## config.mk

```make
export PLATFORM = sky130hd
export DESIGN_NAME = my_deser
export DESIGN_NICKNAME = d
export VERILOG_FILES = /design/src/rtl/my_elements_pkg.sv /design/src/rtl/my_bitcnt.sv /design/src/rtl/my_deser.sv
export SDC_FILE = /design/constraint.sdc
export NUM_CORES = 1
export LEC_CHECK = 0
export CORE_MARGIN = 8
export CORE_UTILIZATION = 57
export CTS_CLUSTER_SIZE = 30
export DETAILED_ROUTE_END_ITERATION = 16
export GPL_TIMING_DRIVEN = 0
export PLACE_DENSITY_LB_ADDON = 0.2
export SETUP_SLACK_MARGIN = 0.1
export SLEW_MARGIN = 30
export SYNTH_ARGS = -nofsm -noshare
export SYNTH_HDL_FRONTEND = slang
export SYNTH_SLANG_ARGS = --single-unit
```

## constraint.sdc

```tcl
create_clock -name clk -period 4.38 [get_ports clk]
set_input_delay 0.876 -clock clk [delete_from_list [all_inputs] [get_ports clk]]
set_output_delay 0.876 -clock clk [all_outputs]
set_load 0.01 [all_outputs]
```

## src/rtl/my_elements_pkg.sv

```systemverilog
// my_elements_pkg -- shared definitions for the serial receiver.
//   deser_state_t : framing state encoding (IDLE / SHIFT / PARITY)
//   cnt_width()   : bit counter width for a WIDTH-bit frame
// Build option: MY_DESER_PARITY_EN (PARITY state only used when defined).
package my_elements_pkg;

  typedef enum logic [1:0] {
    DESER_IDLE   = 2'd0,
    DESER_SHIFT  = 2'd1,
    DESER_PARITY = 2'd2
  } deser_state_t;

  // Counter must be able to hold WIDTH (reached after the last data bit
  // when a parity beat follows), so size it for WIDTH+1 values.
  function automatic int cnt_width(input int width);
    return $clog2(width + 1);
  endfunction

endpackage

```

## src/rtl/my_bitcnt.sv

```systemverilog
// my_bitcnt -- loadable bit-position counter for the serial receiver.
// Ports:
//   clk   : system clock
//   rst_n : asynchronous active-low reset (count -> 0)
//   load  : load count with 1 (bit 0 of a frame just stored); highest priority
//   clr   : clear count to 0 (frame finished)
//   inc   : increment count
//   count : current bit position
//   last  : count == WIDTH-1 (next stored bit completes the data word)
module my_bitcnt
  import my_elements_pkg::*;
#(
  parameter int WIDTH = 8,
  parameter int CW    = cnt_width(WIDTH)
) (
  input  logic          clk,
  input  logic          rst_n,
  input  logic          load,
  input  logic          clr,
  input  logic          inc,
  output logic [CW-1:0] count,
  output logic          last
);

  always_ff @(posedge clk or negedge rst_n) begin
    if (!rst_n) begin
      count <= '0;
    end else if (load) begin
      count <= CW'(1);
    end else if (clr) begin
      count <= '0;
    end else if (inc) begin
      count <= count + CW'(1);
    end
  end

  assign last = (count == CW'(WIDTH - 1));

endmodule

```

## src/rtl/my_deser.sv

```systemverilog
// my_deser -- serial-to-parallel receiver, LSB first, start-strobed frames.
// Ports:
//   clk       : system clock, rising edge
//   rst_n     : asynchronous active-low reset
//   in_bit    : serial data bit
//   in_valid  : qualifies in_bit / in_start (a "beat")
//   in_start  : in_bit is bit 0 of a new frame
//   out_data  : last completed word (held between completions)
//   out_valid : one-cycle pulse when out_data updates
//   out_err   : one-cycle pulse on a framing (restart) or parity error
// Build option: define MY_DESER_PARITY_EN to expect an even-parity beat
// after the data bits (frame = WIDTH+1 beats); otherwise frame = WIDTH beats.
module my_deser
  import my_elements_pkg::*;
#(
  parameter int WIDTH = 8
) (
  input  logic             clk,
  input  logic             rst_n,
  input  logic             in_bit,
  input  logic             in_valid,
  input  logic             in_start,
  output logic [WIDTH-1:0] out_data,
  output logic             out_valid,
  output logic             out_err
);

  localparam int CW = cnt_width(WIDTH);

  deser_state_t     state_reg;
  deser_state_t     state_next;
  logic [WIDTH-1:0] shift_reg;
  logic [WIDTH-1:0] word_next;
  logic [CW-1:0]    cnt;
  logic             cnt_last;

  // control strobes from the output process
  logic cnt_load;
  logic cnt_clr;
  logic cnt_inc;
  logic sr_first;
  logic sr_store;
  logic done;
  logic restart_err;
  logic par_err;

  my_bitcnt #(
    .WIDTH (WIDTH),
    .CW    (CW)
  ) u_bitcnt (
    .clk   (clk),
    .rst_n (rst_n),
    .load  (cnt_load),
    .clr   (cnt_clr),
    .inc   (cnt_inc),
    .count (cnt),
    .last  (cnt_last)
  );

  // Shift register with the current bit dropped into position cnt.
  // When cnt == WIDTH (parity beat) no position matches, so this is
  // simply the completed data word.
  for (genvar gi = 0; gi < WIDTH; gi++) begin : g_word
    assign word_next[gi] = (cnt == CW'(gi)) ? in_bit : shift_reg[gi];
  end

  // State register
  always_ff @(posedge clk or negedge rst_n) begin
    if (!rst_n) begin
      state_reg <= DESER_IDLE;
    end else begin
      state_reg <= state_next;
    end
  end

  // Next-state logic
  always_comb begin
    state_next = state_reg;
    case (state_reg)
      DESER_IDLE: begin
        if (in_valid && in_start) state_next = DESER_SHIFT;
      end
      DESER_SHIFT: begin
        if (in_valid && !in_start && cnt_last) begin
`ifdef MY_DESER_PARITY_EN
          state_next = DESER_PARITY;
`else
          state_next = DESER_IDLE;
`endif
        end
      end
`ifdef MY_DESER_PARITY_EN
      DESER_PARITY: begin
        if (in_valid) state_next = in_start ? DESER_SHIFT : DESER_IDLE;
      end
`endif
      default: state_next = DESER_IDLE;
    endcase
  end

  // Output / control logic
  always_comb begin
    cnt_load    = 1'b0;
    cnt_clr     = 1'b0;
    cnt_inc     = 1'b0;
    sr_first    = 1'b0;
    sr_store    = 1'b0;
    done        = 1'b0;
    restart_err = 1'b0;
    par_err     = 1'b0;
    case (state_reg)
      DESER_IDLE: begin
        // start-less beats in IDLE are silently dropped
        if (in_valid && in_start) begin
          cnt_load = 1'b1;
          sr_first = 1'b1;
        end
      end
      DESER_SHIFT: begin
        if (in_valid) begin
          if (in_start) begin
            // restart: discard partial word, this beat is bit 0
            cnt_load    = 1'b1;
            sr_first    = 1'b1;
            restart_err = 1'b1;
          end else begin
            sr_store = 1'b1;
`ifdef MY_DESER_PARITY_EN
            cnt_inc = 1'b1;
`else
            if (cnt_last) begin
              done    = 1'b1;
              cnt_clr = 1'b1;
            end else begin
              cnt_inc = 1'b1;
            end
`endif
          end
        end
      end
`ifdef MY_DESER_PARITY_EN
      DESER_PARITY: begin
        if (in_valid) begin
          if (in_start) begin
            cnt_load    = 1'b1;
            sr_first    = 1'b1;
            restart_err = 1'b1;
          end else begin
            done    = 1'b1;
            cnt_clr = 1'b1;
            // even parity: data ones plus parity bit must be even
            par_err = (^shift_reg) ^ in_bit;
          end
        end
      end
`endif
      default: ;
    endcase
  end

  // Datapath and registered output pulses
  always_ff @(posedge clk or negedge rst_n) begin
    if (!rst_n) begin
      shift_reg <= '0;
      out_data  <= '0;
      out_valid <= 1'b0;
      out_err   <= 1'b0;
    end else begin
      out_valid <= done;
      out_err   <= restart_err | par_err;
      if (sr_first) begin
        shift_reg <= WIDTH'(in_bit);
      end else if (sr_store) begin
        shift_reg <= word_next;
      end
      if (done) begin
        out_data <= word_next;
      end
    end
  end

endmodule

```

# Word level (Yosys, flattened, before mapping)
# Index checks and enable logic that the tools add are counted.
# word_totals
ff_bits	24
latchBits	0
mem_bits_rw	0
rom_bits	0
output_inout_bits	10
wordCells	58
n_memories	0
# classes
addsub	1
n_mul	0
n_div	0
magnitude_cmp	0
n_eq_ne	10
shifts	0
muxes	32
n_bitwise	0
n_reduce_logical	9
# op_table
cell	n
1-bit 2-to-1 mux	23
4-bit by 3-bit == test with 1-bit output, second input constant	4
8-bit 2-to-1 mux	2
4-bit 2-to-1 mux	3
4-bit by 2-bit == test with 1-bit output, second input constant	2
4-bit by 1-bit adder with 4-bit output, second input constant	1
4-bit by 1-bit == test with 1-bit output, second input constant	1
4-bit logical NOT	1
2-bit 2-to-1 mux	2
2-bit inequality test, second input constant	2
2-bit case mux with 2 select lines	1
1-bit logical AND	3
3-bit nonzero test	1
2-bit by 1-bit == test with 1-bit output, second input constant	1
2-bit logical NOT	1
1-bit case mux with 2 select lines	1
2-bit AND reduction	1
2-bit nonzero test	1
1-bit logical NOT	1

# Logic depth before layout (Yosys ltp)
# depth
ltp_word	8
ltp_mapped	7

# Hierarchy
# Synthesis repeated with hierarchy kept, for this count alone.
# hier_totals
hier_cells	104
area_unflattened_um2	1092.3
# by_module_without_submodules
mod	instances	cells_each	area_per_inst_um2
my_deser	1	85	883.3
my_bitcnt	1	19	209.0

# Least setup slack after synthesis
# Ideal clock, no wire load.
# synth_timing
path_type	input -> register
from	input port in_valid
to	register out_data[6]
setup_time_ns	0.119
t_arrival_ns	1.632
slack_ns	2.630
stages	6
cell_sequence	nand2_1 > or3_1 > buf_2 > buf_6 > nand2_1 > o21ai_2
# synth_between
elab_chain_cells	2
# synth_lines
element	line_no	source
from (decl)	my_deser.sv:21	input logic in_valid,
1-bit 2-to-1 mux	my_deser.sv:120	if (in_valid) begin
1-bit 2-to-1 mux	my_deser.sv:111	case (state_reg)
to (signal assigned)	my_deser.sv:177	out_data <= word_next;
to (decl)	my_deser.sv:23	output logic [WIDTH-1:0] out_data,
# No other way between the ends.
# A chain may end at the register's enable or synchronous reset.

# Worst setup path after layout
# layout_timing
from	register out_data[4]
to	output port out_data[4]
# No word-level cell between the ends.

==> results_dict.tcl <==
set metrics [dict create \
    die_y_um 60.9 \
    path_buf_inv 1 \
    area_delta_synth_final_pct 16.6 \
    met3_usage 0.0275 \
    period_share 0.475 \
    n_antenna_cell 0 \
    drt-vias-per-instance 5.54 \
    finalHoldViolations 0 \
    root_buffer "clkbuf_4" \
    ys_seq_area_frac 0.479 \
    path_class "reg2out" \
    cp-end-kind "output port" \
    portBuffers 14 \
    avgSynthCellArea_um2 9.74 \
    grt_max_degree 23 \
    tightest_slew_ps 478 \
    nets 146 \
    required_ps 3500 \
    synth_seq_cells 22 \
    rows 16 \
    hold_slack_ps 483 \
    drive_above_1_share 0.0889 \
    grt_pass1_vias 875 \
    top_usage_layer "met2" \
    io_pins 15 \
    path_max_fanout 2 \
    start_util 0.592 \
    drc 0 \
    fillers 159 \
    clockBufferDepth 2 \
    place.gp.congestion 0.843 \
    cp_top_family "buffers and inverters" \
    synth_top_area_frac 0.479 \
    fin_cells 162 \
    timing.fmax_mhz 481 \
    drtIter0Drc 28 \
    cts_made_buffers 3 \
    whs_path_depth 2 \
    p_per_area_nw_per_um2 457 \
    firstDrtPassIters 4 \
    rr_worst_depth 7 \
    pre_cts_slack_ps 2030 \
    die-area_um2 3710 \
    critPathArrivalTime_ps 1200 \
    vdd_drop_max_v 0.000274 \
    synth_area_um2 1150 \
    synth_top_area_cell "dfrtp_1" \
    synthTopCellsByArea "dfrtp_1 (48%), nand2_1 (8.2%), mux2i_1 (7.8%)" \
    slew_viol_final 0 \
    setup_viol 0 \
    slowest_stage "clkdlybuf4s50_1" \
    cts_resized 0 \
    use_met1 0.183 \
    vias 898 \
    ys_warn_count 0 \
    dp.cells 159 \
    path_depth 1 \
    p_leak_nw 0.646 \
    relSlewSlack 0.681 \
    largest_reg_flops 8 \
    synthesis.nets 127 \
    use_met2 0.232 \
    die_w_um 60.9 \
    cts_tree "built" \
    ant_nets 0 \
    hold_class "reg2reg" \
    wl_per_cell_um 14.1 \
    finalWirelength_um 2280 \
    status "finished, final reports clean" \
    hold_buffers 0 \
    fin_crit_ps 2080 \
    slowest_delay_ps 540 \
    cp_cell_sequence "clkdlybuf4s50_1" \
    cts.clk_slew.worst_paths_ps 110 \
    drv_cap 0 \
    p_total_uw 613 \
    dp_hpwl_um 1710 \
    timing.final.ws_setup_ps 2300 \
    synth_cell_types 30 \
    insertion_delay_ps 300 \
    antenna_found_initial 0 \
    rsz0062_at_grt "no" \
    track_usage 0.145 \
    cts_setup_buffers 0 \
    grt_first_pass_wirelength_um 4060 \
    cts.sinks 22 \
    worstSetupStartpointType "flop" \
    skew_ps 1.88 \
    synthCells 118 \
    htree_levels 1 \
    coreArea_um2 1940 \
    tns_ps 0 \
    grt_overflow 0 \
]
[worst paths after layout]
| check | from | endpoint | slack [ps] |
|---|---|---|---|
| worst max-delay path | out_data[4] | out_data[4] | 2300 |
| worst min-delay path | out_data[1] | out_data[1] | 480 |
| worst max register to register | u_bitcnt.count[0] | out_data[4] | 2690 |
| worst min register to register | out_data[1] | out_data[1] | 480 |
| max in group asynchronous | rst_n | u_bitcnt.count[3] | 3550 |
| min in group asynchronous | rst_n | shift_reg[0] | 510 |
[synth_stat cells]
| cell type | instances |
|---|---|
| nor3b_1 | 2 |
| nor2b_1 | 1 |
| nand2_1 | 25 |
| clkbuf_1 | 3 |
| and4bb_2 | 1 |
| buf_4 | 1 |
| mux2i_1 | 9 |
| and3_1 | 1 |
| a2111oi_0 | 1 |
| a21oi_1 | 3 |
| nor3_1 | 1 |
| o21ai_2 | 1 |
| nand4_1 | 4 |
| o21ai_0 | 5 |
| o2bb2ai_1 | 4 |
| nand3_1 | 4 |
| nand3b_4 | 1 |
| buf_6 | 1 |
| and2_1 | 1 |
| ha_1 | 4 |
| or3_1 | 1 |
| a31oi_1 | 2 |
| mux2_2 | 1 |
| o21ai_1 | 4 |
| o22ai_1 | 3 |
| and4_1 | 2 |
| buf_2 | 2 |
| dfrtp_1 | 22 |
| nor2_1 | 1 |
| inv_1 | 7 |
[layer usage]
layer	part of all wire	vias up
met4	0.014	0
met1	0.46	417
met5	0	-
li1	-	451
met2	0.48	25
met3	0.039	5
[power by group]
part | internal [mW] | switching, mW | leakage, nW | total, mW
sequential | 0.253 | 0.0436 | 0.290 | 0.297
clock | 0.0321 | 0.0563 | 0.0138 | 0.0884
combinational | 0.112 | 0.116 | 0.342 | 0.228
total | 0.397 | 0.216 | 0.646 | 0.613
[worst min-delay path, stage by stage (launching register included)]
cell and delay [ps]:
dfrtp_1 350, nand2_1 50, nand2_1 60
[cells in the final DEF, fill, tap and decap left out]
cell and instances:
nor3_1 1, nor2b_1 1, mux2i_1 9, clkbuf_1 3
nor3b_1 2, and2_1 1, a2111oi_0 1, buf_2 3
nand3b_4 1, o21ai_2 1, nor2_1 1, a21oi_1 3
ha_1 4, and4bb_2 1, a31oi_1 2, nand4_1 4
o21ai_1 4, and3_1 1, clkbuf_4 3, or3_1 1
nand3_1 4, o2bb2ai_1 4, and4_1 2, o22ai_1 3
dfrtp_1 22, nand2_1 25, buf_6 1, o21ai_0 5
clkdlybuf4s50_1 13, mux2_2 1, inv_1 7, buf_4 1
[stage by stage]
step,instance area (um^2),utilization
final,1340,0.691
after global routing,1340,0.691
after CTS,1350,0.693
after detailed placement,1320,0.682
after global placement,1320,0.682
after floorplan,1150,-
[layout make-up]
cell class | count | area [um^2] | area share
flip-flops and latches | 22 | 551 | 0.410
multi-input cells | 82 | 533 | 0.397
repair buffers | 14 | 135 | 0.101
plain buffers | 7 | 40.0 | 0.0299
well taps | 27 | 33.8 | 0.0252
inverters | 7 | 26.3 | 0.0196
clock buffers | 3 | 22.5 | 0.0168
[cells by family (layout without fill, tap and decap cells)]
kind of cell    after synthesis  count (layout)  share of synthesized area
simple gates                 45              45                      0.207
fa+ha+maj                     4               4                     0.0435
mux                          10              10                     0.0881
flops                        22              22                      0.479
buf+inv                      14              31                     0.0577
compound gates               23              23                      0.125
(Power assumes the default switching activity.)
